`config.mk`:
```
export PLATFORM = sky130hd
export DESIGN_NAME = t07_memory_sequencer_flat
export DESIGN_NICKNAME = d
export VERILOG_FILES = /design/src/rtl/t07_memory_sequencer_if.sv /design/src/rtl/t07_memory_sequencer.sv /design/src/flat_wrapper.sv
export SDC_FILE = /design/constraint.sdc
export NUM_CORES = 1
export LEC_CHECK = 0
export ABC_AREA = 1
export CORE_UTILIZATION = 25
export CTS_CLUSTER_DIAMETER = 30
export DETAILED_ROUTE_END_ITERATION = 16
export PLACE_DENSITY_LB_ADDON = 0.08
export SLEW_MARGIN = 20
export SYNTH_ARGS = -nofsm -noshare
export SYNTH_HDL_FRONTEND = slang
export SYNTH_SLANG_ARGS = --single-unit
```
`constraint.sdc`:
```
create_clock -name clk -period 2.4 [get_ports clk]
set_input_delay 0.48 -clock clk [delete_from_list [all_inputs] [get_ports clk]]
set_output_delay 0.48 -clock clk [all_outputs]
set_load 0.005 [all_outputs]
```
`src/rtl/t07_memory_sequencer_if.sv`:
```
// t07_memory_sequencer_if
// Bus-side handshake bundle between the memory sequencer and the MMIO/memory bus.
//   master modport (sequencer): drives bus_req_o, bus_rwi_o, bus_addr_o, bus_be_o and
//                               bus_wdata_o; receives bus_rdata_i and bus_ack_i.
//   slave modport (bus/memory): the mirror image.
// bus_rwi_o encoding: 11=fetch, 10=read, 01=write, 00=idle.
interface t07_memory_sequencer_if #(
  parameter int ADDR_W = 32,
  parameter int DATA_W = 32
);
  localparam int BYTES = DATA_W / 8;

  logic              bus_req_o;
  logic [1:0]        bus_rwi_o;
  logic [ADDR_W-1:0] bus_addr_o;
  logic [BYTES-1:0]  bus_be_o;
  logic [DATA_W-1:0] bus_wdata_o;
  logic [DATA_W-1:0] bus_rdata_i;
  logic              bus_ack_i;

  modport master (
    output bus_req_o, bus_rwi_o, bus_addr_o, bus_be_o, bus_wdata_o,
    input  bus_rdata_i, bus_ack_i
  );

  modport slave (
    input  bus_req_o, bus_rwi_o, bus_addr_o, bus_be_o, bus_wdata_o,
    output bus_rdata_i, bus_ack_i
  );
endinterface

```
`src/rtl/t07_memory_sequencer.sv`:
```
// t07_memory_sequencer
// Sequences an instruction fetch followed by an optional load/store for the t07 core,
// using a req/ack bus handshake with lane-aligned byte enables. Accesses that cross a
// bus-word boundary are either split into two beats or faulted. Stalled requests are
// abandoned after TIMEOUT_CYC cycles without ack.
// Ports:
//   clk, rst                  clock and synchronous active-high reset
//   pc_i                      fetch address
//   memRead/memWrite/memOp    data-phase request and operation (1..5 loads, 6..8 stores)
//   memSource                 store data source (1=FPU_data_i, 0=regData_i)
//   ALU_address               data address
//   FPU_data_i, regData_i     store data candidates
//   bus                       bus handshake (master side)
//   instr_o                   last fetched instruction
//   regData_o, load_valid_o   extended load result and its one-cycle update pulse
//   freeze_o                  core stall
//   fault_o, fault_code_o     fault pulse and sticky cause (1=misaligned, 2=illegal, 3=timeout)
//   state_o                   current FSM state for debug
module t07_memory_sequencer #(
  parameter int ADDR_W           = 32,
  parameter int DATA_W           = 32,
  parameter int SPLIT_MISALIGNED = 1,
  parameter int TIMEOUT_CYC      = 255
) (
  input  logic                  clk,
  input  logic                  rst,
  input  logic [ADDR_W-1:0]     pc_i,
  input  logic                  memRead,
  input  logic                  memWrite,
  input  logic [3:0]            memOp,
  input  logic                  memSource,
  input  logic [ADDR_W-1:0]     ALU_address,
  input  logic [31:0]           FPU_data_i,
  input  logic [31:0]           regData_i,
  t07_memory_sequencer_if.master bus,
  output logic [31:0]           instr_o,
  output logic [31:0]           regData_o,
  output logic                  load_valid_o,
  output logic                  freeze_o,
  output logic                  fault_o,
  output logic [1:0]            fault_code_o,
  output logic [2:0]            state_o
);
  localparam int BYTES = DATA_W / 8;
  localparam int OFF_W = $clog2(BYTES);
  localparam int CNT_W = $clog2(TIMEOUT_CYC + 1);

  typedef enum logic [2:0] {
    FETCH   = 3'd0,
    F_WAIT  = 3'd1,
    DATA    = 3'd2,
    D_WAIT  = 3'd3,
    D_WAIT2 = 3'd4
  } state_e;

  state_e              state_q, state_d;
  logic [OFF_W-1:0]    pc_off_q, pc_off_d;
  logic                req_q, req_d;
  logic [1:0]          rwi_q, rwi_d;
  logic [ADDR_W-1:0]   addr_q, addr_d;
  logic [BYTES-1:0]    be_q, be_d;
  logic [DATA_W-1:0]   wdata_q, wdata_d;
  logic [ADDR_W-1:0]   addr1_q, addr1_d;
  logic [BYTES-1:0]    be1_q, be1_d;
  logic [DATA_W-1:0]   wdata1_q, wdata1_d;
  logic [OFF_W-1:0]    off_q, off_d;
  logic [2:0]          size_q, size_d;
  logic [3:0]          op_q, op_d;
  logic                split_q, split_d;
  logic                is_load_q, is_load_d;
  logic [DATA_W-1:0]   rdata0_q, rdata0_d;
  logic [31:0]         instr_q, instr_d;
  logic [31:0]         load_data_q, load_data_d;
  logic                load_valid_q, load_valid_d;
  logic                fault_q, fault_d;
  logic [1:0]          fault_code_q, fault_code_d;
  logic [CNT_W-1:0]    cnt_q, cnt_d;

  // Decode of the data-phase request presented in DATA.
  logic                legal_op;
  logic [2:0]          dec_size;
  logic [3:0]          be_base;
  logic [31:0]         store_mask;
  logic [31:0]         store_src;
  logic [OFF_W-1:0]    dec_off;
  logic                crosses;
  logic [ADDR_W-1:0]   dec_addr0;
  logic [2*BYTES-1:0]  wide_be;
  logic [2*DATA_W-1:0] wide_w;

  // Result assembly.
  logic                ack;
  logic                expired;
  logic [OFF_W-1:0]    lane_off;
  logic [DATA_W-1:0]   fetch_shifted;
  logic [2*DATA_W-1:0] wide_r;
  logic [2*DATA_W-1:0] load_shifted;
  logic [31:0]         load_raw;
  logic                load_signed;
  logic [31:0]         load_val;

  always_comb begin
    dec_size   = 3'd0;
    be_base    = 4'b0000;
    store_mask = 32'h0000_0000;
    case (memOp)
      4'd1, 4'd4, 4'd6: begin dec_size = 3'd1; be_base = 4'b0001; store_mask = 32'h0000_00FF; end
      4'd2, 4'd5, 4'd7: begin dec_size = 3'd2; be_base = 4'b0011; store_mask = 32'h0000_FFFF; end
      4'd3, 4'd8:       begin dec_size = 3'd4; be_base = 4'b1111; store_mask = 32'hFFFF_FFFF; end
      default:          begin dec_size = 3'd0; be_base = 4'b0000; store_mask = 32'h0000_0000; end
    endcase

    legal_op = 1'b0;
    if (memRead && !memWrite)
      legal_op = (memOp >= 4'd1) && (memOp <= 4'd5);
    else if (memWrite && !memRead)
      legal_op = (memOp >= 4'd6) && (memOp <= 4'd8);

    store_src = memSource ? FPU_data_i : regData_i;
    dec_off   = ALU_address[OFF_W-1:0];
    crosses   = ({2'b00, dec_off} + (OFF_W+2)'(dec_size)) > (OFF_W+2)'(BYTES);
    dec_addr0 = {ALU_address[ADDR_W-1:OFF_W], {OFF_W{1'b0}}};
    // Shifting into a double-width word puts beat 0 in the low half and the
    // overflow (beat 1, starting at lane 0) in the high half.
    wide_be   = (2*BYTES)'(be_base) << dec_off;
    wide_w    = (2*DATA_W)'(store_src & store_mask) << {dec_off, 3'b000};
  end

  always_comb begin
    ack     = bus.bus_ack_i & req_q;
    expired = (cnt_q == CNT_W'(TIMEOUT_CYC - 1));

    // Instruction lane: the 32-bit word of the bus beat addressed by pc.
    lane_off      = pc_off_q & OFF_W'(BYTES - 4);
    fetch_shifted = bus.bus_rdata_i >> {lane_off, 3'b000};

    wide_r       = split_q ? {bus.bus_rdata_i, rdata0_q} : {{DATA_W{1'b0}}, bus.bus_rdata_i};
    load_shifted = wide_r >> {off_q, 3'b000};
    load_raw     = load_shifted[31:0];
    load_signed  = (op_q == 4'd1) || (op_q == 4'd2);
    case (size_q)
      3'd1:    load_val = load_signed ? {{24{load_raw[7]}}, load_raw[7:0]} : {24'd0, load_raw[7:0]};
      3'd2:    load_val = load_signed ? {{16{load_raw[15]}}, load_raw[15:0]} : {16'd0, load_raw[15:0]};
      default: load_val = load_raw;
    endcase
  end

  always_comb begin
    state_d      = state_q;
    pc_off_d     = pc_off_q;
    req_d        = req_q;
    rwi_d        = rwi_q;
    addr_d       = addr_q;
    be_d         = be_q;
    wdata_d      = wdata_q;
    addr1_d      = addr1_q;
    be1_d        = be1_q;
    wdata1_d     = wdata1_q;
    off_d        = off_q;
    size_d       = size_q;
    op_d         = op_q;
    split_d      = split_q;
    is_load_d    = is_load_q;
    rdata0_d     = rdata0_q;
    instr_d      = instr_q;
    load_data_d  = load_data_q;
    load_valid_d = 1'b0;
    fault_d      = 1'b0;
    fault_code_d = fault_code_q;
    cnt_d        = '0;

    case (state_q)
      FETCH: begin
        pc_off_d = pc_i[OFF_W-1:0];
        addr_d   = {pc_i[ADDR_W-1:OFF_W], {OFF_W{1'b0}}};
        be_d     = '1;
        rwi_d    = 2'b11;
        req_d    = 1'b1;
        state_d  = F_WAIT;
      end

      F_WAIT: begin
        if (ack) begin
          instr_d = fetch_shifted[31:0];
          req_d   = 1'b0;
          rwi_d   = 2'b00;
          state_d = DATA;
        end else if (expired) begin
          req_d        = 1'b0;
          rwi_d        = 2'b00;
          fault_d      = 1'b1;
          fault_code_d = 2'd3;
          state_d      = FETCH;
        end else begin
          cnt_d = cnt_q + CNT_W'(1);
        end
      end

      DATA: begin
        if (!memRead && !memWrite) begin
          state_d = FETCH;
        end else if (!legal_op) begin
          fault_d      = 1'b1;
          fault_code_d = 2'd2;
          state_d      = FETCH;
        end else if (crosses && (SPLIT_MISALIGNED == 0)) begin
          fault_d      = 1'b1;
          fault_code_d = 2'd1;
          state_d      = FETCH;
        end else begin
          off_d     = dec_off;
          size_d    = dec_size;
          op_d      = memOp;
          split_d   = crosses;
          is_load_d = memRead;
          addr_d    = dec_addr0;
          be_d      = wide_be[BYTES-1:0];
          wdata_d   = wide_w[DATA_W-1:0];
          addr1_d   = dec_addr0 + ADDR_W'(BYTES);
          be1_d     = wide_be[2*BYTES-1:BYTES];
          wdata1_d  = wide_w[2*DATA_W-1:DATA_W];
          rwi_d     = memRead ? 2'b10 : 2'b01;
          req_d     = 1'b1;
          state_d   = D_WAIT;
        end
      end

      D_WAIT, D_WAIT2: begin
        if (ack) begin
          if (state_q == D_WAIT && split_q) begin
            // Second beat: request stays high, counter restarts via default.
            rdata0_d = bus.bus_rdata_i;
            addr_d   = addr1_q;
            be_d     = be1_q;
            wdata_d  = wdata1_q;
            state_d  = D_WAIT2;
          end else begin
            if (is_load_q) begin
              load_data_d  = load_val;
              load_valid_d = 1'b1;
            end
            req_d   = 1'b0;
            rwi_d   = 2'b00;
            state_d = FETCH;
          end
        end else if (expired) begin
          req_d        = 1'b0;
          rwi_d        = 2'b00;
          fault_d      = 1'b1;
          fault_code_d = 2'd3;
          state_d      = FETCH;
        end else begin
          cnt_d = cnt_q + CNT_W'(1);
        end
      end

      default: begin
        req_d   = 1'b0;
        rwi_d   = 2'b00;
        state_d = FETCH;
      end
    endcase
  end

  always_ff @(posedge clk) begin
    if (rst) begin
      state_q      <= FETCH;
      pc_off_q     <= '0;
      req_q        <= 1'b0;
      rwi_q        <= 2'b00;
      addr_q       <= '0;
      be_q         <= '0;
      wdata_q      <= '0;
      addr1_q      <= '0;
      be1_q        <= '0;
      wdata1_q     <= '0;
      off_q        <= '0;
      size_q       <= 3'd0;
      op_q         <= 4'd0;
      split_q      <= 1'b0;
      is_load_q    <= 1'b0;
      rdata0_q     <= '0;
      instr_q      <= 32'd0;
      load_data_q  <= 32'd0;
      load_valid_q <= 1'b0;
      fault_q      <= 1'b0;
      fault_code_q <= 2'd0;
      cnt_q        <= '0;
    end else begin
      state_q      <= state_d;
      pc_off_q     <= pc_off_d;
      req_q        <= req_d;
      rwi_q        <= rwi_d;
      addr_q       <= addr_d;
      be_q         <= be_d;
      wdata_q      <= wdata_d;
      addr1_q      <= addr1_d;
      be1_q        <= be1_d;
      wdata1_q     <= wdata1_d;
      off_q        <= off_d;
      size_q       <= size_d;
      op_q         <= op_d;
      split_q      <= split_d;
      is_load_q    <= is_load_d;
      rdata0_q     <= rdata0_d;
      instr_q      <= instr_d;
      load_data_q  <= load_data_d;
      load_valid_q <= load_valid_d;
      fault_q      <= fault_d;
      fault_code_q <= fault_code_d;
      cnt_q        <= cnt_d;
    end
  end

  assign bus.bus_req_o   = req_q;
  assign bus.bus_rwi_o   = rwi_q;
  assign bus.bus_addr_o  = addr_q;
  assign bus.bus_be_o    = be_q;
  assign bus.bus_wdata_o = wdata_q;

  assign instr_o      = instr_q;
  assign regData_o    = load_data_q;
  assign load_valid_o = load_valid_q;
  assign fault_o      = fault_q;
  assign fault_code_o = fault_code_q;
  assign state_o      = state_q;

  // The core decides on a data access in the same DATA cycle it presents it, so the
  // stall has to follow memRead/memWrite/memOp combinationally there.
  assign freeze_o = (state_q == F_WAIT) || (state_q == D_WAIT) || (state_q == D_WAIT2) ||
                    ((state_q == DATA) && legal_op);
endmodule

```
`src/flat_wrapper.sv`:
```
// flat-port wrapper written by rule: the top's interface ports become plain ports
module t07_memory_sequencer_flat 
#(
  parameter int ADDR_W           = 32,
  parameter int DATA_W           = 32,
  parameter int SPLIT_MISALIGNED = 1,
  parameter int TIMEOUT_CYC      = 255
)
  (clk, rst, pc_i, memRead, memWrite, memOp, memSource, ALU_address, FPU_data_i, regData_i, instr_o, regData_o, load_valid_o, freeze_o, fault_o, fault_code_o, state_o, bus_bus_req_o, bus_bus_rwi_o, bus_bus_addr_o, bus_bus_be_o, bus_bus_wdata_o, bus_bus_rdata_i, bus_bus_ack_i);
  t07_memory_sequencer_if #(.ADDR_W(ADDR_W), .DATA_W(DATA_W)) bus_i ();
  input  logic clk;
  input  logic rst;
  input  logic [ADDR_W-1:0] pc_i;
  input  logic memRead;
  input  logic memWrite;
  input  logic [3:0] memOp;
  input  logic memSource;
  input  logic [ADDR_W-1:0] ALU_address;
  input  logic [31:0] FPU_data_i;
  input  logic [31:0] regData_i;
  output logic [31:0] instr_o;
  output logic [31:0] regData_o;
  output logic load_valid_o;
  output logic freeze_o;
  output logic fault_o;
  output logic [1:0] fault_code_o;
  output logic [2:0] state_o;
  output wire logic [$bits(bus_i.bus_req_o)-1:0] bus_bus_req_o;
  output wire logic [$bits(bus_i.bus_rwi_o)-1:0] bus_bus_rwi_o;
  output wire logic [$bits(bus_i.bus_addr_o)-1:0] bus_bus_addr_o;
  output wire logic [$bits(bus_i.bus_be_o)-1:0] bus_bus_be_o;
  output wire logic [$bits(bus_i.bus_wdata_o)-1:0] bus_bus_wdata_o;
  input wire logic [$bits(bus_i.bus_rdata_i)-1:0] bus_bus_rdata_i;
  input wire logic [$bits(bus_i.bus_ack_i)-1:0] bus_bus_ack_i;
  assign bus_bus_req_o = bus_i.bus_req_o;
  assign bus_bus_rwi_o = bus_i.bus_rwi_o;
  assign bus_bus_addr_o = bus_i.bus_addr_o;
  assign bus_bus_be_o = bus_i.bus_be_o;
  assign bus_bus_wdata_o = bus_i.bus_wdata_o;
  assign bus_i.bus_rdata_i = bus_bus_rdata_i;
  assign bus_i.bus_ack_i = bus_bus_ack_i;
  t07_memory_sequencer #(.ADDR_W(ADDR_W), .DATA_W(DATA_W), .SPLIT_MISALIGNED(SPLIT_MISALIGNED), .TIMEOUT_CYC(TIMEOUT_CYC)) u_core (.clk(clk), .rst(rst), .pc_i(pc_i), .memRead(memRead), .memWrite(memWrite), .memOp(memOp), .memSource(memSource), .ALU_address(ALU_address), .FPU_data_i(FPU_data_i), .regData_i(regData_i), .bus(bus_i), .instr_o(instr_o), .regData_o(regData_o), .load_valid_o(load_valid_o), .freeze_o(freeze_o), .fault_o(fault_o), .fault_code_o(fault_code_o), .state_o(state_o));
endmodule
```
==> results of run 1 <==
metal layers:
metal / part of all wire (%) / GRT usage [%]
met5: 0.027 / 0
met4: 2.8 / 7.517
met3: 4.9 / 4.745
met2: 50 / 35.87
met1: 43 / 24.02
synth_stat cells (3+ instances only):
library cell	number	area share, %
buf_4	7	0.38
o21a_1	8	0.44
ha_1	5	0.46
inv_1	147	4.0
nand3_2	3	0.22
a31oi_1	5	0.23
nor2_1	460	13
nand3b_1	8	0.44
o21ai_0	165	6.0
dfxtp_1	248	36
xnor2_1	9	0.57
buf_2	31	1.1
xor2_1	10	0.64
a21oi_1	110	4.0
o211ai_1	23	1.3
a22oi_1	31	1.7
inv_2	8	0.22
clkbuf_1	85	2.3
o21ai_1	21	0.76
nor3_1	17	0.62
nand3_1	144	5.2
buf_1	13	0.36
nand4_1	18	0.82
nand2_1	681	19
registers in the layout (all words and copies together), names as in the netlist, 2 cells and up:
signal / flops
u_core.op_q: 4
u_core.fault_code_o: 2
u_core.bus.bus_be_o: 4
u_core.bus.bus_rwi_o: 2
u_core.state_o: 3
u_core.size_q: 3
u_core.rdata0_q: 32
u_core.be1_q: 3
u_core.regData_o: 32
u_core.cnt_q: 8
u_core.off_q: 2
u_core.addr1_q: 30
u_core.bus.bus_wdata_o: 32
u_core.bus.bus_addr_o: 30
u_core.wdata1_q: 24
u_core.instr_o: 32
cell usage in the layout, fill, tap and decap left out, types with 3 or more instances in the layout:
| cell type | synthesis | routed |
|---|---|---|
| clkinv_2 | 0 | 10 |
| clkbuf_16 | 0 | 89 |
| nand4_1 | 18 | 18 |
| clkinv_8 | 0 | 3 |
| a21oi_1 | 110 | 110 |
| buf_4 | 7 | 97 |
| nor2_1 | 460 | 457 |
| nand3b_1 | 8 | 8 |
| dfxtp_1 | 248 | 245 |
| nor2_2 | 2 | 4 |
| a22oi_1 | 31 | 31 |
| inv_1 | 147 | 147 |
| xnor2_1 | 9 | 9 |
| o21a_1 | 8 | 8 |
| inv_2 | 8 | 8 |
| nand2_1 | 681 | 679 |
| dfxtp_2 | 0 | 3 |
| a31oi_1 | 5 | 5 |
| ha_1 | 5 | 5 |
| xor2_1 | 10 | 10 |
| nand2_2 | 2 | 4 |
| nor3_1 | 17 | 17 |
| buf_12 | 0 | 20 |
| o211ai_1 | 23 | 23 |
| nand3_2 | 3 | 4 |
| o21ai_0 | 165 | 165 |
| clkbuf_1 | 85 | 21 |
| clkbuf_8 | 0 | 30 |
| o21ai_1 | 21 | 21 |
| dlygate4sd2_1 | 0 | 3 |
| clkdlybuf4s50_1 | 0 | 303 |
| nand3_1 | 144 | 143 |
| clkinv_16 | 0 | 3 |
through the flow:
| stage | hold slack (ns) | TNS [ns] | worst slack [ns] |
|---|---|---|---|
| floorplan | 0.4292 | 0 | 0.3296 |
| global placement | 0.4458 | -23.91 | -0.5098 |
| detailed placement | 0.4487 | -29.42 | -0.5151 |
| CTS | 0.4378 | 0 | 0.01539 |
| global route | 0.4757 | 0 | 0.01275 |
| finish | 0.4547 | 0 | 0.07101 |
repair_timing:
item	CTS	global route
hold endpoints to repair	0	0
resized for setup	8	3
endpoints found under the setup margin	1	1
final timing paths:
| check | to | slack [ns] | cells after the start |
|---|---|---|---|
| min | u_core.rdata0_q[1]$_SDFFE_PP0P_ | 0.45 | 4 |
| max | freeze_o | 0.07 | 8 |
| min reg2reg | u_core.fault_code_o[0]$_SDFFE_PP0P_ | 0.46 | 2 |
| max reg2reg | u_core.bus.bus_wdata_o[2]$_SDFFE_PP0P_ | 0.39 | 10 |
cell type report:
cell class                      instances  share of cell area (%)
Multi-Input combinational cell       1732                   36.07
Sequential cell                       248                   23.45
Timing Repair Buffer                  425                   19.84
Clock buffer                          140                   12.83
Tap cell                              696                   4.110
Inverter                              157                   2.805
Clock inverter                         16                  0.8917
power breakdown:
part	switching, mW	internal (mW)
clock	3.17	7.63
combinational	0.934	0.803
sequential	0.0667	4.26
total	4.17	12.7
worst reg2reg max path, cell delays in order, from the launching register on:
cell     delay [ns]
dfxtp_1        0.43
nand3_1        0.16
nand2_2        0.13
buf_12         0.28
nor2_2         0.12
inv_2          0.11
nand3_2        0.10
buf_12         0.17
buf_12         0.17
nor2_1         0.14
nor2_1         0.06
kinds of logic after synthesis:
logic type / synth area share (%)
buf+inv: 8.475
flops: 36.12
fa+ha+maj: 0.6008
simple gates: 39.17
other cells: 0.02728
xor+xnor: 1.211
compound gates: 14.39
==> results by group, run 1 <==
Synthesis
  • Synth unique cells: 35
  • Primary FF master, synth: dfxtp_1
  • Post-synth EDFFs: 0
  • Yosys reg bits: 248
  • Sequential share of the synthesized area: 36.12%
  • Share of synthesized registers carrying an async set or reset: 0%
  • Avg Cell Area, Syn: 6.049 um2
  • Mapped Cells: 2272
  • Synth warn: 0
  • Netlist Area Pre-Place: 0.01374 mm2

Setup path
  • Slowest CP cell: clkdlybuf4s50_1
  • WP data required: 1.92 ns
  • Top cell family by delay on the critical path: buffers and inverters
  • Crit-path cells: clkdlybuf4s50_1 -> buf_4 -> a21oi_1 -> nand3_1 -> nand2_2 -> nand2_2 -> nand3_1 -> clkdlybuf4s15_2
  • CP endpoint kind: primary output
  • Reg2Reg Launch Point: u_core.state_o[1]$_SDFF_PP0_
  • CP arrival: 1.85 ns
  • Critical path type: input pin to primary output
  • Worst path bufs/invs: 3
  • Worst setup path startpoint: memOp[3]
  • Startpoint Class: input pin
  • CP Max Fanout: 4
  • Max stage delay on crit path: 0.46 ns

Cells and area
  • Antenna cells: 0
  • Multi-input combinational cell area: 0.007641 mm2
  • Storage element area: 0.004969 mm2
  • Final std cells w/o fill: 3414
  • Filler cell count: 5722
  • Finished Cell Area: 0.02119 mm2
  • Share of layout cells above drive strength 1: 10.41%
  • Finished Core Util: 39.21%
  • Layout Nets: 2828
  • Layout area overhead: 54.15%

Floorplan
  • Die span in y: 236.5 um
  • Die Width: 236.5 um
  • Starting Density: 25.44%
  • FP Rows: 85
  • Die area: 0.05592 mm2
  • I/O pins: 313
  • Core Region: 0.05403 mm2

Power and ir drop
  • Power density over the cells: 795.9 mW/mm2
  • Total Power: 16.86 mW
  • Leak: 9.360 nW
  • VDD IR max: 0.4861 mV

Global route
  • GRT Overall Usage: 20.42%
  • Largest net degree at the start of global routing: 77
  • Global-route wire length before repair: 88510 um
  • Number of global-route vias before repair: 15440
  • Initial antenna violation count: 4
  • Gr ovfl total: 0

Drt
  • Vias per cell: 4.598
  • DRT Wirelength: 58330 um
  • TritonRoute pass-1 iters: 5
  • WL per Instance: 17.09 um
  • Antenna-violating nets left: 0
  • Vias: 15700
  • Residual DRC: 0
  • DRT iter0 DRCs: 703

Timing
  • Worst-margin pin slew: 0.6674 ns
  • Tmin final: 2.329 ns
  • Slew headroom: 55.50%
  • Final slew viol count: 0
  • Final period utilization: 97.04%
  • Final Setup Violations: 0
  • Clock skew: 0.02544 ns
  • Fmax: 0.4294 GHz
  • RSZ-0062 raised after global routing: false
  • Hold Vio Cnt, Final: 0

CTS
  • Clk buf depth: 3
  • Clock Latency Late Sink: 0.62 ns
  • Clock Sinks: 248
  • Clk root buf: clkbuf_16
  • # H-tree levels: 3
  • CTS tree: done
  • Worst-path clk slew: 0.04 ns
  • TritonCTS Buffers: 88
  • Setup Buffers After CTS: 0
  • CTS Hold Buffers Added: 0

Run status
  • Status: finished, final reports clean

Placed design
  • Routability cong.: 0.8376
  • Placed inst area: 0.01827 mm2
  • Hpwl dp: 42500 um
  • Placed Cells: 3258
  • IO Port Bufs: 308

Run
  • Max cap viols: 0

Worst hold path
  • Worst hold path type: input pin to flop
  • Min-delay src: rst
(Power assumes the default switching activity.)
==> run 2, diff against run 1 <==
Settings changed: CTS_CLUSTER_DIAMETER 30 to default.
==> run 2 against run 1 <==
Worst setup slack better by 0.0043 ns. Global-route usage down 0.34 points. Sequential power about the same. Maximum frequency up 0.18%. Critical path depth unchanged. Sequential share of layout area up 2.2 points. Total power down 34%. Final cell count down 2.8%. Utilization down 3.4 points.
==> results by group, run 2 (synthesis results as in run 1) <==
CTS
  • TritonCTS Buffers: 34 (-61%)
  • CTS tree: done
  • Clock Sinks: 248 (unchanged)
  • Clk buf depth: 3 (unchanged)
  • Worst-path clk slew: 0.06 ns (+0.02 ns)
  • Clock Latency Late Sink: 0.55 ns (-0.07 ns)
  • Clk root buf: clkbuf_16
  • # H-tree levels: 2 (-1)

Setup path
  • CP arrival: 1.84 ns (about the same)
  • Startpoint Class: input pin
  • Critical path type: input pin to primary output
  • CP endpoint kind: primary output
  • Reg2reg setup slack: 0.32 ns (-0.07 ns)
  • Reg2Reg Launch Point: u_core.state_o[0]$_SDFF_PP0_
  • R2R depth: 10 (unchanged)
  • WP data required: 1.92 ns (about the same)
  • CP Max Fanout: 4 (unchanged)
  • Reg2Reg Capture Point: u_core.regData_o[24]$_SDFFE_PP0P_

Placed design
  • IO Port Bufs: 308 (unchanged)
  • Routability cong.: 0.8376 (unchanged)
  • Placed inst area: 0.01827 mm2 (unchanged)
  • Hpwl dp: 42500 um (unchanged)
  • Dpl ws: -0.5151 ns (unchanged)

Drt
  • TritonRoute pass-1 iters: 6 (+1)
  • DRT iter0 DRCs: 805 (+15%)
  • Vias per cell: 4.607 (+0.19%)
  • Residual DRC: 0 (unchanged)
  • DRT Wirelength: 57490 um (-1.5%)
  • WL per Instance: 17.33 um (+1.4%)
  • Vias: 15290 (-2.6%)
  • Antenna-violating nets left: 0 (unchanged)

Timing
  • Final period utilization: 96.86% (-0.18 points)
  • Final Setup Violations: 0 (unchanged)
  • Fmax: 0.4302 GHz (+0.18%)
  • Tmin final: 2.325 ns (-0.004299 ns)
  • Worst Slack Setup Final: 0.07531 ns (+0.004299 ns)
  • Hold Slack: 0.4578 ns (+0.003099 ns)
  • Worst-margin pin slew: 0.6669 ns (-0.0005161 ns)
  • Slew headroom: 55.54% (about the same)
  • Clock skew: 0.01512 ns (-0.01032 ns)
  • Setup tns final: 0 ns (unchanged)
  • Hold Vio Cnt, Final: 0 (unchanged)
  • RSZ-0062 raised after global routing: false
  • Final slew viol count: 0 (unchanged)

Worst hold path
  • WHS Path Cells: 2 (-2)
  • Min-delay src: u_core.fault_code_o[0]$_SDFFE_PP0P_
  • Hold Path End: u_core.fault_code_o[0]$_SDFFE_PP0P_
  • Worst hold path type: flop to flop

Floorplan
  • FP Rows: 85 (unchanged)
  • Die area: 0.05592 mm2 (unchanged)
  • Starting Density: 25.44% (unchanged)
  • I/O pins: 313 (unchanged)
  • Die Width: 236.5 um (unchanged)
  • Die span in y: 236.5 um (unchanged)
  • Core Region: 0.05403 mm2 (unchanged)

Global route
  • Global-route wire length before repair: 87190 um (-1.5%)
  • Initial antenna violation count: 4 (unchanged)
  • GRT Overall Usage: 20.07% (-0.34 points)
  • Gr ovfl total: 0 (unchanged)
  • Number of global-route vias before repair: 14880 (-3.6%)
  • Largest net degree at the start of global routing: 77 (unchanged)

Cells and area
  • Commonest cells after routing, fill and taps aside: nand2_1 (679), nor2_1 (458), clkdlybuf4s50_1 (303), dfxtp_1 (246), o21ai_0 (165)
  • Finished Core Util: 35.86% (-3.4 points)
  • Layout area overhead: 40.96%
  • Storage element area: 0.004967 mm2 (about the same)
  • Share of layout cells above drive strength 1: 7.628% (-2.8 points)
  • Filler cell count: 5881 (+2.8%)
  • Most common cell after layout, fill and taps aside: nand2_1
  • Layout Nets: 2774 (-1.9%)
  • Multi-input combinational cell area: 0.007639 mm2 (about the same)
  • Finished Cell Area: 0.01937 mm2 (-8.6%)
  • Antenna cells: 0 (unchanged)

Power and ir drop
  • Leak: 8.481 nW (-9.4%)
  • Power density over the cells: 575.5 mW/mm2 (-28%)
  • VDD IR max: 0.3566 mV (-27%)

Run status
  • Status: finished, final reports clean

Run
  • Max cap viols: 0 (unchanged)
run 2: changes by cell type in the layout (fill, tap and decap cells not counted), sizes merged:
cell	previous run	this run
bufinv	0	2
clkbuf	140	47
clkinv	17	11
inv	156	157
run 2: worst max path at each step:
stage	slack, ns	to	start	cells after the start
after floorplan	0.33	u_core.split_q$_SDFFE_PP0P_	memOp[2]	11
after global placement	-0.51	u_core.split_q$_SDFFE_PP0P_	memOp[0]	11
after detailed placement	-0.52	u_core.split_q$_SDFFE_PP0P_	memOp[0]	11
after CTS	0.05	freeze_o	memOp[3]	8
after global routing	0.01	freeze_o	memOp[3]	8
final	0.08	freeze_o	memOp[3]	8
run 2: power breakdown:
part / total [mW] / switching (mW) / leakage (nW) / internal (mW)
combinational: 1.73 / 0.931 / 5.92 / 0.802
sequential: 4.31 / 0.0664 / 2.01 / 4.24
clock: 5.11 / 2.04 / 0.553 / 3.07
run 2: critical path: stages:
cell and delay [ns]:
clkdlybuf4s50_1 0.46, buf_4 0.17, a21oi_1 0.11, nand3_1 0.12, nand2_2 0.14, nand2_2 0.06, nand3_1 0.06, clkdlybuf4s15_2 0.24
run 2: area by class of cell:
type | instances | area share [%]
Multi-Input combinational cell | 1732 | 39.43
Sequential cell | 248 | 25.64
Timing Repair Buffer | 425 | 21.70
Clock buffer | 47 | 5.063
Tap cell | 696 | 4.495
Inverter | 157 | 3.067
Clock inverter | 13 | 0.6135
run 2: timing repair:
action                                  in CTS  in global routing
buffers inserted                             0                  0
endpoints found under the setup margin       1                  1
hold buffers                                 0                  0
pin swaps                                    0                  0
gates resized for setup                      8                  1
run 2: metrics by stage:
| stage | cells | power (mW) |
|---|---|---|
| 6_report | 3318 | 11.15 |
| 5_1_grt | 3318 | 11.68 |
| 4_1_cts | 3318 | 11.39 |
| 3_5_place_dp | 3258 | 6.149 |
| 3_3_place_gp | 3258 | 6.148 |
| 2_1_floorplan | 2273 | 5.141 |
run 2: routing by layer:
layer | vias to the layer above | track usage [%] | routed length (um)
met5 | - | 0 | 22
met4 | 4 | 6.572 | 1535
met3 | 82 | 3.218 | 2550
met2 | 322 | 35.97 | 28570
met1 | 6986 | 24.24 | 24810
li1 | 7893 | - | -
